**config.mk**
```make
export PLATFORM = sky130hd
export DESIGN_NAME = video_timing
export DESIGN_NICKNAME = d
export VERILOG_FILES = /design/src/rtl/video_timing_pkg.sv /design/src/rtl/video_timing_wrap_counter.sv /design/src/rtl/video_timing.sv
export SDC_FILE = /design/constraint.sdc
export NUM_CORES = 1
export LEC_CHECK = 0
export CAP_MARGIN = 5
export CORE_MARGIN = 2
export CORE_UTILIZATION = 40
export DETAILED_ROUTE_END_ITERATION = 6
export MAX_ROUTING_LAYER = met4
export PLACE_DENSITY_LB_ADDON = 0.12
export SYNTH_ARGS = -nofsm -noshare
export SYNTH_HDL_FRONTEND = slang
export SYNTH_HIERARCHICAL = 1
export SYNTH_SLANG_ARGS = --single-unit
```
**constraint.sdc**
```tcl
create_clock -name clk40 -period 6.7 [get_ports clk40]
set_clock_uncertainty 0.05 [all_clocks]
set_input_delay 1.005 -clock clk40 [delete_from_list [all_inputs] [get_ports clk40]]
set_output_delay 1.005 -clock clk40 [all_outputs]
set_load 0.1 [all_outputs]
```
**src/rtl/video_timing_pkg.sv**
```systemverilog
// Shared video timing constants (800x600 @ 40 MHz pixel clock) and the
// helpers that derive sync/pulse positions from the basic H_/V_ parameters.
package video_timing_pkg;

    function automatic int unsigned sync_start_f(int unsigned visible, int unsigned fp);
        return visible + fp;
    endfunction

    function automatic int unsigned sync_end_f(int unsigned visible, int unsigned fp,
                                               int unsigned sync);
        return visible + fp + sync - 1;
    endfunction

    // Consumer registers lineActive then pixelsActive: a 2-clock lead on both edges.
    function automatic int unsigned line_start_pos_f(int unsigned h_total);
        return h_total - 2;
    endfunction

    function automatic int unsigned line_end_pos_f(int unsigned h_visible);
        return h_visible - 2;
    endfunction

    localparam int unsigned H_VISIBLE = 800;
    localparam int unsigned H_FP      = 40;
    localparam int unsigned H_SYNC    = 128;
    localparam int unsigned H_BP      = 88;
    localparam int unsigned H_TOTAL   = H_VISIBLE + H_FP + H_SYNC + H_BP;

    localparam int unsigned V_VISIBLE = 600;
    localparam int unsigned V_FP      = 1;
    localparam int unsigned V_SYNC    = 4;
    localparam int unsigned V_BP      = 23;
    localparam int unsigned V_TOTAL   = V_VISIBLE + V_FP + V_SYNC + V_BP;

    localparam int unsigned HSYNC_START    = sync_start_f(H_VISIBLE, H_FP);
    localparam int unsigned HSYNC_END      = sync_end_f(H_VISIBLE, H_FP, H_SYNC);
    localparam int unsigned VSYNC_START    = sync_start_f(V_VISIBLE, V_FP);
    localparam int unsigned VSYNC_END      = sync_end_f(V_VISIBLE, V_FP, V_SYNC);
    localparam int unsigned LINE_START_POS = line_start_pos_f(H_TOTAL);
    localparam int unsigned LINE_END_POS   = line_end_pos_f(H_VISIBLE);

    typedef enum logic {
        ST_IDLE,
        ST_RUN
    } vt_state_e;

endpackage

```
**src/rtl/video_timing_wrap_counter.sv**
```systemverilog
// Modulo-N up counter with synchronous clear, count enable and carry-out.
// Exposes the next count so callers can decode registered outputs in step.
module wrap_counter #(
    parameter int unsigned MODULUS = 16,
    parameter int unsigned WIDTH   = 4
) (
    input  logic             clk_i,
    input  logic             rst_ni,
    input  logic             clear_i,
    input  logic             en_i,
    output logic [WIDTH-1:0] count_o,
    output logic [WIDTH-1:0] count_next_o,
    output logic             carry_o
);

    localparam logic [WIDTH-1:0] LAST = WIDTH'(MODULUS - 1);

    logic [WIDTH-1:0] count_q, count_d;

    always_comb begin
        count_d = count_q;
        carry_o = 1'b0;
        if (clear_i) begin
            count_d = '0;
        end else if (en_i) begin
            if (count_q == LAST) begin
                count_d = '0;
                carry_o = 1'b1;
            end else begin
                count_d = count_q + WIDTH'(1);
            end
        end
    end

    always_ff @(posedge clk_i or negedge rst_ni) begin
        if (!rst_ni) count_q <= '0;
        else         count_q <= count_d;
    end

    assign count_o      = count_q;
    assign count_next_o = count_d;

endmodule

```
**src/rtl/video_timing.sv**
```systemverilog
// Horizontal/vertical raster timing generator. All outputs are registered and
// decoded from the counters' next values so they line up with hPos/vPos.
module video_timing #(
    parameter int unsigned H_VISIBLE = video_timing_pkg::H_VISIBLE,
    parameter int unsigned H_FP      = video_timing_pkg::H_FP,
    parameter int unsigned H_SYNC    = video_timing_pkg::H_SYNC,
    parameter int unsigned H_BP      = video_timing_pkg::H_BP,
    parameter int unsigned V_VISIBLE = video_timing_pkg::V_VISIBLE,
    parameter int unsigned V_FP      = video_timing_pkg::V_FP,
    parameter int unsigned V_SYNC    = video_timing_pkg::V_SYNC,
    parameter int unsigned V_BP      = video_timing_pkg::V_BP
) (
    input  logic        clk40,
    input  logic        rst_n,
    input  logic        enable,
    output logic        hsync,
    output logic        vsync,
    output logic        hsyncStarting,
    output logic        lineStarting,
    output logic        lineEnding,
    output logic        nextFrameActive,
    output logic [9:0]  nextVPos,
    output logic        frameStart,
    output logic [10:0] hPos,
    output logic [9:0]  vPos
);
    import video_timing_pkg::*;

    localparam int unsigned H_TOTAL_C = H_VISIBLE + H_FP + H_SYNC + H_BP;
    localparam int unsigned V_TOTAL_C = V_VISIBLE + V_FP + V_SYNC + V_BP;

    localparam logic [10:0] HS_FIRST = 11'(sync_start_f(H_VISIBLE, H_FP));
    localparam logic [10:0] HS_LAST  = 11'(sync_end_f(H_VISIBLE, H_FP, H_SYNC));
    localparam logic [9:0]  VS_FIRST = 10'(sync_start_f(V_VISIBLE, V_FP));
    localparam logic [9:0]  VS_LAST  = 10'(sync_end_f(V_VISIBLE, V_FP, V_SYNC));
    localparam logic [10:0] LS_POS   = 11'(line_start_pos_f(H_TOTAL_C));
    localparam logic [10:0] LE_POS   = 11'(line_end_pos_f(H_VISIBLE));
    localparam logic [9:0]  V_VIS    = 10'(V_VISIBLE);
    localparam logic [9:0]  V_LAST   = 10'(V_TOTAL_C - 1);

    vt_state_e state_q, state_d;

    logic        h_en, cnt_clear, h_carry, v_carry, run_d;
    logic [10:0] h_cnt, h_next;
    logic [9:0]  v_cnt, v_next;

    logic       hsync_q, hsync_d, vsync_q, vsync_d, hss_q, hss_d;
    logic       ls_q, ls_d, le_q, le_d, fs_q, fs_d, nfa_q, nfa_d;
    logic [9:0] nv_q, nv_d;

    assign cnt_clear = ~enable;
    assign h_en      = enable && (state_q == ST_RUN);

    wrap_counter #(.MODULUS(H_TOTAL_C), .WIDTH(11)) u_hcount (
        .clk_i       (clk40),
        .rst_ni      (rst_n),
        .clear_i     (cnt_clear),
        .en_i        (h_en),
        .count_o     (h_cnt),
        .count_next_o(h_next),
        .carry_o     (h_carry)
    );

    wrap_counter #(.MODULUS(V_TOTAL_C), .WIDTH(10)) u_vcount (
        .clk_i       (clk40),
        .rst_ni      (rst_n),
        .clear_i     (cnt_clear),
        .en_i        (h_carry),
        .count_o     (v_cnt),
        .count_next_o(v_next),
        .carry_o     (v_carry)
    );

    always_ff @(posedge clk40 or negedge rst_n) begin
        if (!rst_n) state_q <= ST_IDLE;
        else        state_q <= state_d;
    end

    always_comb begin
        state_d = enable ? ST_RUN : ST_IDLE;
        run_d   = (state_d == ST_RUN);

        // Idle decodes as position (0,0), which already yields nextVPos=1, nextFrameActive=1.
        nv_d    = (v_next == V_LAST) ? '0 : v_next + 10'd1;
        nfa_d   = (nv_d < V_VIS);
        hsync_d = run_d && (h_next >= HS_FIRST) && (h_next <= HS_LAST);
        vsync_d = run_d && (v_next >= VS_FIRST) && (v_next <= VS_LAST);
        hss_d   = run_d && (h_next == HS_FIRST);
        ls_d    = run_d && (h_next == LS_POS) && (nv_d < V_VIS);
        le_d    = run_d && (h_next == LE_POS) && (v_next < V_VIS);
        // A frame begins either on the first enabled cycle or when the frame wraps.
        fs_d    = enable && ((state_q == ST_IDLE) || v_carry);
    end

    always_ff @(posedge clk40 or negedge rst_n) begin
        if (!rst_n) begin
            hsync_q <= 1'b0;
            vsync_q <= 1'b0;
            hss_q   <= 1'b0;
            ls_q    <= 1'b0;
            le_q    <= 1'b0;
            fs_q    <= 1'b0;
            nfa_q   <= 1'b0;
            nv_q    <= 10'd1;
        end else begin
            hsync_q <= hsync_d;
            vsync_q <= vsync_d;
            hss_q   <= hss_d;
            ls_q    <= ls_d;
            le_q    <= le_d;
            fs_q    <= fs_d;
            nfa_q   <= nfa_d;
            nv_q    <= nv_d;
        end
    end

    assign hsync           = hsync_q;
    assign vsync           = vsync_q;
    assign hsyncStarting   = hss_q;
    assign lineStarting    = ls_q;
    assign lineEnding      = le_q;
    assign frameStart      = fs_q;
    assign nextFrameActive = nfa_q;
    assign nextVPos        = nv_q;
    assign hPos            = h_cnt;
    assign vPos            = v_cnt;

endmodule

```
==> results.tsv <==
stage	metric	value	unit
worst_setup_path	path_class	input pin to flip-flop	
sta	setup_viol	0	
sta	finalHoldViolations	0	
hold_path	hold_depth	1	
clock_tree	clock_latency	0.29	ns
sta	setup_tns	0	ns
synth	syn_nets	220	
detailed_routing	wl_met3	213	um
pwr	vdd_ir_drop_max	0.113	mV
finish	largest_register_ffs	11	
finish	fin_nets	258	
finish	final_util	0.514	
placement	place_congestion	0.854	
clock_tree	clkSinkCount	39	
worst_setup_path	path_cells	clkdlybuf4s50_1, and2_1, nand4_2, nor4_1, nand2_1, nor3_2, a41o_1, nor2_1, ha_1, a21bo_2, a221o_1, a211oi_1, o21ai_2, and4_1	
clock_tree	h-tree-depth	2	
detailed_routing	postRouteAntennaNets	0	
clock_tree	postCtsSetupRepairBufs	0	
pwr	power.density	156	mW/mm^2
sta	max_slew_margin	0.346	
detailed_routing	top_layer	met4	
detailed_routing	avgViaCountPerCell	5.37	
floorplan	die-area	0.00598	sq mm
finish	areaGrowthSynthToFinish	22.8	%
floorplan	ios	41	
worst_setup_path	worst_r2r_startpoint	u_hcount/count_o[0]	
global_route	antenna_found_initial	0	
synth	ys_async_sr_fraction	1.00	
global_route	grt_pass1_vias	1613	
worst_setup_path	path_max_fanout	12	
detailed_routing	drt_iter0_drc	126	
finish	multi_input_area	0.00107	sq mm
run_status	status	finished, final reports clean	
detailed_routing	firstDrtPassIters	4	
placement	hpwl	3470	um
finish	n_antenna_cell	0	
sta	max_freq	189	MHz
pwr	power_frac_clock	0.370	
pwr	power_switching	0.000101	W
clock_tree	hold_buffers	0	
finish	fillerInstances	523	
floorplan	initial_utilization	0.419	
worst_setup_path	reg2reg_depth	14	
sta	fin_crit	5.29	ns
detailed_routing	drc	0	
global_route	grt_max_degree	40	
global_route	gr-usage-all-layers	0.176	
job	drv_cap	0	
floorplan	num_rows	26	
worst_setup_path	cp-start-kind	input pin	
synth	seq_area_frac_synth	0.454	
clock_tree	tritoncts	done	
hold_path	hp-start	state_q	
hold_path	min_path_type	flip-flop to flip-flop	
pwr	p_comb_frac	0.053	
synth	post_synth_num_cell_types	53	
worst_setup_path	critPathCaptureType	flip-flop	
finish	register_area	977	sq um
floorplan	core-area	0.00514	sq mm
synth	syn_area	0.00215	sq mm
pwr	p_seq_frac	0.577	
hold_path	hold_end	frameStart	
global_route	overflow	0	
pwr	switching_share	0.245	
global_route	grt_pass1_wl	8110	um
floorplan	die_w	77.4	um
sta	rsz0062_at_grt	false	
clock_tree	cts_resized	0	
detailed_routing	dr_total_vias	1717	
synth	synth-edff-count	0	
floorplan	die_h	77.4	um
clock_tree	numCtsBuffers	5	
synth	synth_ff_type	dfrtp_1	
clock_tree	cts_root_buffer	clkbuf_8	
pwr	p_int	0.000312	W
synth	synth_warnings	6	
detailed_routing	wl_per_cell	14.7	um
synth	syn_area_per_cell	10.2	sq um
worst_setup_path	slowest_delay	0.75	ns
sta	fin_crit_sh	0.790	
finish	layout-drive-gt1-share	0.0920	
synth	ys_ff_latch	39	
sta	slew_violations	0	
worst_setup_path	critPathLaunch	enable	
detailed_routing	routed_wl	4710	um
placement	io_buffers	40	
detailed_routing	wl_met1	2130	um
sta	tightest_slew	0.978	ns
worst_setup_path	timing.reg2reg.setup_slack	2.06	ns
clock_tree	clk_pin_slew	0.08	ns
pwr	p_leak	1.07	nW
synth	syn_inst	211	
worst_setup_path	crit_arrival	5.43	ns
clock_tree	cts_buffer_depth	2	
worst_setup_path	cp_slowest_cell	nor4_1	
worst_setup_path	reg2reg_to	lineStarting	
detailed_routing	wl_met2	2290	um
worst_setup_path	critical_path_required	6.83	ns
[layout make-up]
type / instances / share of cell area
clock buffer: 5 / 0.0260
clock inverter: 3 / 0.00568
inverter: 8 / 0.0114
multi-input combinational: 155 / 0.405
sequential: 39 / 0.370
tap: 70 / 0.0331
timing repair buffer: 40 / 0.150
[layer usage]
layer  track usage  up-vias
met4        0.0643        0
li1              -      839
met2         0.276       50
met3        0.0302        9
met1         0.231      819
met5             -        -
[worst max-delay path: cells and delay by family]
family | cells | cell delay (ns)
simple gates | 7 | 2.20
buf+inv | 1 | 0.51
compound gates | 5 | 1.36
fa+ha+maj | 1 | 0.35
[cells by family after synthesis]
kind of cell,synth area share
AOI/OAI and AO/OA,0.107
xor gates and xnor gates,0.0733
adders and majority gates,0.0349
buffers and inverters,0.0488
DFF,0.454
muxes,0.0140
and+or+nand+nor,0.268
[power groups by stage]
stage	Sequential, W	Clock [W]	Combinational [W]
after floorplan	0.000251	0	0.00000617
after global routing	0.000239	0.000171	0.0000241
after global placement	0.000243	0	0.0000225
final	0.000238	0.000153	0.0000219
after CTS	0.000238	0.000158	0.0000226
after detailed placement	0.000243	0	0.0000225
[worst max path at each step]
| stage | end | slack, ns | cells past startpoint |
|---|---|---|---|
| after floorplan | lineStarting | 2.14 | 13 |
| final | lineStarting | 1.41 | 14 |
| after detailed placement | lineStarting | 1.08 | 14 |
| after global routing | lineStarting | 1.06 | 14 |
| after global placement | lineStarting | 1.16 | 14 |
| after CTS | lineStarting | 1.40 | 14 |
[per-stage QoR]
stage	hold slack (ns)	worst slack [ns]	instance area, sq um	cells	power (W)
6_report	0.401	1.41	2640	320	0.000413
3_3_place_gp	0.400	1.16	2560	312	0.000266
3_5_place_dp	0.393	1.08	2560	312	0.000266
2_1_floorplan	0.361	2.14	2150	211	0.000257
5_1_grt	0.446	1.06	2640	320	0.000434
4_1_cts	0.411	1.40	2640	320	0.000419
[placed cells by master (no fill, tap or decap), types with 7 or more instances in the layout]
| cell | count |
|---|---|
| dfrtp_1 | 38 |
| clkdlybuf4s50_1 | 39 |
| nor2_1 | 25 |
| a21oi_1 | 8 |
| nand4_1 | 8 |
| nand3_1 | 7 |
| xor2_1 | 13 |
| inv_1 | 8 |
| nand2_1 | 12 |
[synth_stat cells, types with 3 or more instances]
| master | number | area [sq um] |
|---|---|---|
| nand2b_1 | 5 | 31.3 |
| mux2i_1 | 3 | 30.0 |
| xor2_1 | 13 | 114 |
| o31ai_1 | 4 | 30.0 |
| xnor2_1 | 5 | 43.8 |
| a21oi_1 | 8 | 40.0 |
| ha_1 | 6 | 75.1 |
| nand2_1 | 12 | 45.0 |
| nor4_1 | 6 | 37.5 |
| nor2_1 | 25 | 93.8 |
| nand3_1 | 7 | 35.0 |
| nand4_1 | 8 | 50.1 |
| inv_1 | 8 | 30.0 |
| or3_1 | 4 | 25.0 |
| buf_6 | 4 | 45.0 |
| or4_1 | 3 | 22.5 |
| nor3_1 | 4 | 20.0 |
| dfrtp_1 | 38 | 951 |
| o21ai_0 | 6 | 30.0 |
Power figures use the tool's default switching activity.
